### src/rtl/baby_beat_sequencer.sv
// baby_beat_sequencer: four-beat timing chain (SCAN1, ACTION1, SCAN2, ACTION2).
// Each beat is DIGITS dash periods of digit phase followed by BLACKOUT dash
// periods of blackout. Handles run/stop, stop-instruction halting and, when
// BABY_BEAT_SEQ_SINGLE_STEP_EN is defined, single-instruction stepping.
// All outputs come straight from registers or a decode of the state register.

module baby_beat_sequencer #(
   parameter int DIGITS   = 32,
   parameter int BLACKOUT = 4
) (
   input  logic                        clk,
   input  logic                        reset,
   input  logic                        dash_en,
   input  logic                        run,
   input  logic                        halt_req,
   input  logic                        step,
   output logic [1:0]                  stage,
   output logic [$clog2(DIGITS)-1:0]   digit,
   output logic                        blackout,
   output logic                        beat_start,
   output logic                        beat_end,
   output logic                        running,
   output logic                        halted
);

   localparam int DW = $clog2(DIGITS);
   localparam int BW = (BLACKOUT > 1) ? $clog2(BLACKOUT) : 1;
   localparam logic [DW-1:0] DIGIT_LAST = DW'(DIGITS - 1);
   localparam logic [BW-1:0] BO_LAST    = BW'(BLACKOUT - 1);
   localparam logic [1:0]    STAGE_ACTION2 = 2'd3;

   typedef enum logic [1:0] {
      ST_IDLE     = 2'd0,
      ST_DIGIT    = 2'd1,
      ST_BLACKOUT = 2'd2
   } state_t;

   state_t          r_state, w_state_nx;
   logic [1:0]      r_stage, w_stage_nx;
   logic [DW-1:0]   r_digit, w_digit_nx;
   logic [BW-1:0]   r_bo_cnt, w_bo_cnt_nx;
   logic            r_beat_start, w_beat_start_nx;
   logic            r_beat_end, w_beat_end_nx;
   logic            r_halted, w_halted_nx;
   logic            r_halt_latch, w_halt_latch_nx;
   logic            r_run_low_seen, w_run_low_seen_nx;
   logic            r_step_armed, w_step_armed_nx;
   logic            r_step_mode, w_step_mode_nx;
   logic            w_stop;

`ifndef BABY_BEAT_SEQ_SINGLE_STEP_EN
   // Without the step feature the step input has no function.
   logic w_unused_step;
   assign w_unused_step = step;
`endif

   // Instruction-boundary stop decision: run off, halt pending, or a step done.
   assign w_stop = !run || r_halt_latch || halt_req || r_step_mode;

   // Next-state and next-output logic for the beat sequencer.
   always_comb begin
      // NOTE: every variable gets a default before the case so no latch is inferred.
      w_state_nx        = r_state;
      w_stage_nx        = r_stage;
      w_digit_nx        = r_digit;
      w_bo_cnt_nx       = r_bo_cnt;
      w_beat_start_nx   = 1'b0;
      w_beat_end_nx     = 1'b0;
      w_halted_nx       = r_halted;
      w_halt_latch_nx   = r_halt_latch;
      w_run_low_seen_nx = r_run_low_seen;
      w_step_armed_nx   = r_step_armed;
      w_step_mode_nx    = r_step_mode;

      case (r_state)
         ST_IDLE: begin
            if (r_halted) begin
               // Restart after a halt needs run seen low, then high again.
               if (!run) begin
                  w_run_low_seen_nx = 1'b1;
               end else if (r_run_low_seen) begin
                  w_halted_nx       = 1'b0;
                  w_run_low_seen_nx = 1'b0;
               end
            end else if (dash_en && (run || r_step_armed)) begin
               w_state_nx      = ST_DIGIT;
               w_stage_nx      = 2'd0;
               w_digit_nx      = '0;
               w_bo_cnt_nx     = '0;
               w_beat_start_nx = 1'b1;
               // run high at start wins over a pending step: normal run.
               w_step_mode_nx  = !run;
               w_step_armed_nx = 1'b0;
            end
`ifdef BABY_BEAT_SEQ_SINGLE_STEP_EN
            else if (step && !run) begin
               w_step_armed_nx = 1'b1;
            end
`endif
         end

         ST_DIGIT: begin
            if (halt_req) w_halt_latch_nx = 1'b1;
            if (dash_en) begin
               if (r_digit == DIGIT_LAST) begin
                  w_state_nx  = ST_BLACKOUT;
                  w_bo_cnt_nx = '0;
               end else begin
                  w_digit_nx = r_digit + DW'(1);
               end
            end
         end

         ST_BLACKOUT: begin
            if (halt_req) w_halt_latch_nx = 1'b1;
            if (dash_en) begin
               if (r_bo_cnt == BO_LAST) begin
                  w_beat_end_nx = 1'b1;
                  w_digit_nx    = '0;
                  w_bo_cnt_nx   = '0;
                  if (r_stage == STAGE_ACTION2 && w_stop) begin
                     w_state_nx        = ST_IDLE;
                     w_stage_nx        = 2'd0;
                     w_halted_nx       = r_halt_latch || halt_req;
                     w_halt_latch_nx   = 1'b0;
                     w_step_mode_nx    = 1'b0;
                     w_run_low_seen_nx = 1'b0;
                  end else begin
                     w_state_nx      = ST_DIGIT;
                     w_stage_nx      = r_stage + 2'd1;
                     w_beat_start_nx = 1'b1;
                  end
               end else begin
                  w_bo_cnt_nx = r_bo_cnt + BW'(1);
               end
            end
         end

         default: begin
            w_state_nx = ST_IDLE;
         end
      endcase
   end

   // State register with synchronous active-high reset.
   always_ff @(posedge clk) begin
      // NOTE: sequential state uses non-blocking assignments only.
      if (reset) begin
         r_state        <= ST_IDLE;
         r_stage        <= 2'd0;
         r_digit        <= '0;
         r_bo_cnt       <= '0;
         r_beat_start   <= 1'b0;
         r_beat_end     <= 1'b0;
         r_halted       <= 1'b0;
         r_halt_latch   <= 1'b0;
         r_run_low_seen <= 1'b0;
         r_step_armed   <= 1'b0;
         r_step_mode    <= 1'b0;
      end else begin
         r_state        <= w_state_nx;
         r_stage        <= w_stage_nx;
         r_digit        <= w_digit_nx;
         r_bo_cnt       <= w_bo_cnt_nx;
         r_beat_start   <= w_beat_start_nx;
         r_beat_end     <= w_beat_end_nx;
         r_halted       <= w_halted_nx;
         r_halt_latch   <= w_halt_latch_nx;
         r_run_low_seen <= w_run_low_seen_nx;
         r_step_armed   <= w_step_armed_nx;
         r_step_mode    <= w_step_mode_nx;
      end
   end

   assign stage      = r_stage;
   assign digit      = r_digit;
   assign blackout   = (r_state == ST_BLACKOUT);
   assign running    = (r_state != ST_IDLE);
   assign beat_start = r_beat_start;
   assign beat_end   = r_beat_end;
   assign halted     = r_halted;

endmodule

### config.mk
export PLATFORM = sky130hd
export DESIGN_NAME = baby_beat_sequencer
export DESIGN_NICKNAME = d
export VERILOG_FILES = /design/src/rtl/baby_beat_sequencer.sv
export SDC_FILE = /design/constraint.sdc
export NUM_CORES = 1
export LEC_CHECK = 0
export CAP_MARGIN = 20
export CORE_MARGIN = 2
export CORE_UTILIZATION = 55
export DETAILED_ROUTE_END_ITERATION = 12
export HOLD_SLACK_MARGIN = 0.1
export PLACE_DENSITY = 0.94
export SKIP_LAST_GASP = 1
export SYNTH_ARGS = -nofsm -noshare
export SYNTH_HDL_FRONTEND = slang
export SYNTH_SLANG_ARGS = --single-unit
### constraint.sdc
create_clock -name clk -period 3 [get_ports clk]
set_input_delay 0.45 -clock clk [delete_from_list [all_inputs] [get_ports clk]]
set_output_delay 0.45 -clock clk [all_outputs]
set_load 0.05 [all_outputs]
==> results_dict.tcl, run 1 <==
set metrics [dict create \
    drv_slew 0 \
    die_h_um 47.72 \
    syn-instance-count 112 \
    ant_nets 0 \
    reg2reg_from "r_state[0]" \
    clockRootBuffer "clkbuf_4" \
    vdd_drop_max_v 0.0003966 \
    yosys_warnings 0 \
    grt_pass1_wl_um 3767 \
    via_per_inst 5.824 \
    critPathRequiredTime_ns 2.55 \
    endpoint "blackout" \
    antenna_found_initial 0 \
    synthDistinctLibCells 43 \
    fin_nets 143 \
    drive_gt1_frac 0.1172 \
    finClkSkew_ns 0.001217 \
    dpl.cell_count 149 \
    clock.fmax_mhz 391.4 \
    hp-start "r_step_mode" \
    syn_area_um2 1051 \
    placement_rows 15 \
    dr.pass1.iters 4 \
    vias 891 \
    setup_violations 0 \
    fin_crit_sh 0.8517 \
    drt-initial-drc-count 26 \
    gp_congestion 0.7641 \
    syn_nets 126 \
    hold_path.class "flip-flop to flip-flop" \
    io_pins 18 \
    hold_depth 2 \
    cts_setup_buffers 0 \
    max-slew-margin-rel 0.6674 \
    grt_usage 0.2390 \
    clk_path_buf_depth 2 \
    cts-buffers-inserted 3 \
    avgSynthCellArea_um2 9.384 \
    rsz0062_at_grt "no" \
    ys_ff_latch 17 \
    r2r-end "r_state[1]" \
    grt_max_degree 14 \
    wl_per_cell_um 15.48 \
    worst_slew_pin_slew_ns 0.4973 \
    tritoncts "built" \
    p_leak_nw 0.4733 \
    antennaDiodeCount 0 \
    ctsResizeCount 0 \
    yosysSeqAreaShare 0.3238 \
    worst_ep_arrival_time_ns 2.11 \
    period_needed_ns 2.555 \
    setup_tns_ns 0 \
    worstSetupEndpointType "primary output" \
    core_um2 1764 \
    cap_violations 0 \
    cp_max_fo 13 \
    power_density_nw_per_um2 609.3 \
    fill_cells 140 \
    wl_um 2369 \
    cts_hold_buffers 0 \
    die_area_um2 2277 \
    die_x_um 47.72 \
    clk_latency_ns 0.30 \
    htree_levels 1 \
    route.detailed.drc 0 \
    dp_hpwl_um 1798 \
    r2r_slack_ns 0.93 \
    io_buffers 16 \
    cts_sinks 17 \
    critPathLaunchType "flip-flop" \
    status "complete, no violations" \
    hold_viol_final 0 \
    reg2reg_depth 6 \
    first_global_vias 862 \
    syn_to_final_growth_pct 18.57 \
    start_util 0.5957 \
    fin_cells 153 \
    overflow 0 \
    critical_path_class "flip-flop to primary output" \
    clk_pin_slew_ns 0.10 \
    cp-startpoint "r_state[0]" \
]
==> worst min-delay path by stage <==
stage / end
after floorplan: r_step_mode
after global placement: r_step_mode
after detailed placement: r_step_mode
after CTS: r_step_mode
after global routing: digit[3]
final: r_step_mode
==> cells in the final DEF (no fill, tap or decap), types with 2 or more instances in the layout <==
cell type	n
ha_1	8
nand3_1	3
clkdlybuf4s50_1	16
nand2b_1	7
a21oi_1	9
dfxtp_1	17
a211o_1	2
a21boi_0	2
nor2_1	5
and3_1	3
clkbuf_4	3
o31ai_1	3
inv_1	9
o211ai_1	2
nand2_1	11
==> registers in the layout, summed over array words and instances (netlist names) <==
name / cells
digit: 5
r_bo_cnt: 2
r_state: 2
stage: 2
beat_end: 1
beat_start: 1
halted: 1
r_halt_latch: 1
r_run_low_seen: 1
r_step_mode: 1
==> per-stage QoR <==
step	utilization	power [mW]	hold slack [ns]	setup WS (ns)	cell area, µm²
finish	0.7064	0.7593	0.5097	0.4449	1246
global route	0.7064	0.8027	0.5413	0.3493	1246
CTS	0.7064	0.7576	0.5122	0.4441	1246
detailed placement	0.6908	0.6316	0.4952	0.7876	1219
global placement	0.6908	0.6162	0.4737	0.8427	1219
floorplan	-	0.5643	0.4616	0.9064	1051
==> cells by family after synthesis <==
| logic type | count (synthesis) | share of synthesized area |
|---|---|---|
| flops | 17 | 0.3238 |
| buf+inv | 14 | 0.06190 |
| compound gates | 34 | 0.3072 |
| simple gates | 37 | 0.1917 |
| mux | 2 | 0.02024 |
| fa+ha+maj | 8 | 0.09524 |
==> where the power goes <==
group          total [mW]  switching, mW  leakage, nW  internal [mW]
Combinational       0.365          0.227        0.318          0.138
Sequential          0.266         0.0194        0.138          0.247
Clock               0.128         0.0785       0.0177         0.0498
==> Yosys cell counts (all sizes together) <==
cell / instances / area, µm²
a2111oi: 2 / 42.54
a211o: 2 / 17.52
a211oi: 1 / 20.02
a21boi: 2 / 15.01
a21oi: 9 / 45.04
a22oi: 1 / 7.510
a2bb2o: 1 / 10.01
a311o: 1 / 10.01
a311oi: 1 / 8.760
a31oi: 1 / 6.260
a32o: 1 / 10.01
and2b: 1 / 7.510
and3: 3 / 18.77
and4: 1 / 8.760
buf: 3 / 23.77
clkbuf: 2 / 7.510
dfxtp: 17 / 340.3
ha: 8 / 100.1
inv: 9 / 33.78
mux2: 1 / 11.26
mux2i: 1 / 10.01
nand2: 11 / 41.29
nand2b: 8 / 52.55
nand3: 3 / 15.01
nand3b: 1 / 7.510
nand4b: 1 / 8.760
nor2: 5 / 18.77
nor2b: 1 / 6.260
nor4bb: 1 / 10.01
o211ai: 2 / 15.01
o21ba: 2 / 26.28
o221ai: 1 / 8.760
o22ai: 1 / 12.51
o2bb2ai: 1 / 8.760
o31ai: 3 / 22.52
o32ai: 1 / 8.760
o41ai: 1 / 27.53
or2: 1 / 6.260
==> routing by layer <==
layer	wire, µm	part of all wire	vias up	global-route usage
met2	1234	0.52	21	0.4187
met4	35	0.015	0	0.1027
met5	0	0	-	0
met1	1026	0.43	424	0.2890
met3	72	0.030	6	0.03396
li1	-	-	440	-
==> critical path, cell delays in order, from the launching register on <==
cell and delay (ns):
dfxtp_1 0.35, inv_1 0.11, ha_1 0.46, clkdlybuf4s50_1 0.89
==> layout make-up <==
type	count	area, µm²	share of cell area
clock inverter	1	5.005	0.004016
sequential	17	340.3	0.2731
timing repair buffer	17	167.7	0.1345
inverter	9	33.78	0.02711
tap	25	31.28	0.02510
clock buffer	3	22.52	0.01807
multi-input combinational	81	645.6	0.5181
Note: power is estimated with default switching activity, not from simulation.
==> inputs of run 2 (changes only) <==
Settings changed: CORE_ASPECT_RATIO from default to 1.2.
==> run 2 against run 1 <==
Final area down 0.60%. Global-route usage is 1.8 points lower. Sequential share of layout area increased by 0.17 points. Clock power is 3% lower. Sequential power hardly changed. Register-to-register slack better by 0.07 ns. Non-clock buffer count unchanged. Cell count down 3.9%. Via count increased by 0.34%. Total power shrank 0.29%. Worst setup slack improved by 0.028 ns.
==> results_dict.tcl, run 2 (synthesis results as in run 1) <==
set metrics [dict create \
    largest_register_ffs 5 \
    worstSetupEndpointType "primary output" \
    grt_pass1_wl_um 3857 \
    cts_sinks 17 \
    cts_hold_buffers 0 \
    clk_latency_ns 0.29 \
    cp_max_fo 13 \
    drt-initial-drc-count 12 \
    antenna_found_initial 0 \
    critPathRequiredTime_ns 2.55 \
    clockRootBuffer "clkbuf_4" \
    via_per_inst 6.082 \
    slowest_delay_ns 0.89 \
    die_area_um2 2278 \
    critical_path_class "flip-flop to primary output" \
    vias 894 \
    start_util 0.5746 \
    worst_slew_pin_slew_ns 0.4986 \
    ctsResizeCount 0 \
    finClkSkew_ns 0.002353 \
    setup_tns_ns 0 \
    drive_gt1_frac 0.1172 \
    rsz0062_at_grt "no" \
    ant_nets 0 \
    die_x_um 43.91 \
    critPathLaunchType "flip-flop" \
    hold_viol_final 0 \
    whs_ns 0.4969 \
    vdd_drop_max_v 0.0004077 \
    placement_rows 17 \
    wl_per_cell_um 15.01 \
    io_pins 18 \
    cts_setup_buffers 0 \
    overflow 0 \
    antennaDiodeCount 0 \
    htree_levels 1 \
    period_needed_ns 2.527 \
    clock.fmax_mhz 395.7 \
    cp_cell_sequence "inv_1 -> ha_1 -> clkdlybuf4s50_1" \
    drv_slew 0 \
    syn_to_final_growth_pct 17.86 \
    wl_um 2207 \
    grt_max_degree 14 \
    route.detailed.drc 0 \
    crit_buf_inv 2 \
    dr.pass1.iters 4 \
    dp_hpwl_um 1679 \
    final_common_cell "dfxtp_1" \
    power_density_nw_per_um2 611.2 \
    die_h_um 51.89 \
    max-slew-margin-rel 0.6665 \
    p_leak_nw 0.4733 \
    status "complete, no violations" \
    critPathSlowestCell "clkdlybuf4s50_1" \
    fill_cells 137 \
    gp_congestion 0.8421 \
    regArea_um2 340.3 \
    setup_violations 0 \
    layout_common_cells "17 x dfxtp_1, 16 x clkdlybuf4s50_1, 11 x nand2_1" \
    fin_crit_sh 0.8423 \
    core_um2 1829 \
    worst_path_dominant_cell_family "buffers and inverters" \
    grt_usage 0.2210 \
    tritoncts "built" \
    io_buffers 16 \
    hold_path.class "flip-flop to flip-flop" \
    clk_path_buf_depth 2 \
    cts-buffers-inserted 3 \
    clk_pin_slew_ns 0.10 \
    worst_ep_arrival_time_ns 2.08 \
    fin_nets 143 \
    first_global_vias 907 \
    final_util 0.6772 \
    cap_violations 0 \
    multi_input_area_um2 645.6 \
]
run 2: where the power goes:
part / switching, mW / internal, mW / leakage (nW)
combinational: 0.227 / 0.138 / 0.318
sequential: 0.0203 / 0.247 / 0.138
clock: 0.0745 / 0.0496 / 0.0177
run 2: final cells by class:
type                       instances  area share
clock inverter                     1    0.004040
sequential                        17      0.2747
inverter                           9     0.02727
clock buffer                       3     0.01818
tap                               19     0.01919
timing repair buffer              17      0.1354
multi-input combinational         81      0.5212
run 2: path summary, 6_finish.rpt:
kind               start           to  slack, ns  depth (start not counted)
min          r_step_mode  r_step_mode       0.50                          2
min reg2reg  r_step_mode  r_step_mode       0.50                          2
max reg2reg   r_state[0]   r_state[1]       1.00                          6
max           r_state[0]     blackout       0.47                          3
run 2: routing by layer:
metal	global-route usage	part of all wire	wire [µm]
met1	0.2473	0.41	908
met2	0.4093	0.54	1192
met3	0.03819	0.038	83
met4	0.07576	0.010	23
met5	0	0	0
run 2: worst min-delay path: cells and delay by family, from the launching register on:
kind	cells	cell delay [ns]
AO/OA/AOI/OAI	1	0.04
flip-flops	1	0.35
AND/OR/NAND/NOR	1	0.08
run 2: metrics by stage:
step	area (µm²)	cells	worst slack [ns]	power (mW)
finish	1239	147	0.4731	0.7570
global route	1239	147	0.3733	0.8016
CTS	1239	147	0.4585	0.7630
detailed placement	1211	143	0.8049	0.6337
global placement	1211	143	0.8456	0.6143
floorplan	1051	112	0.9064	0.5643
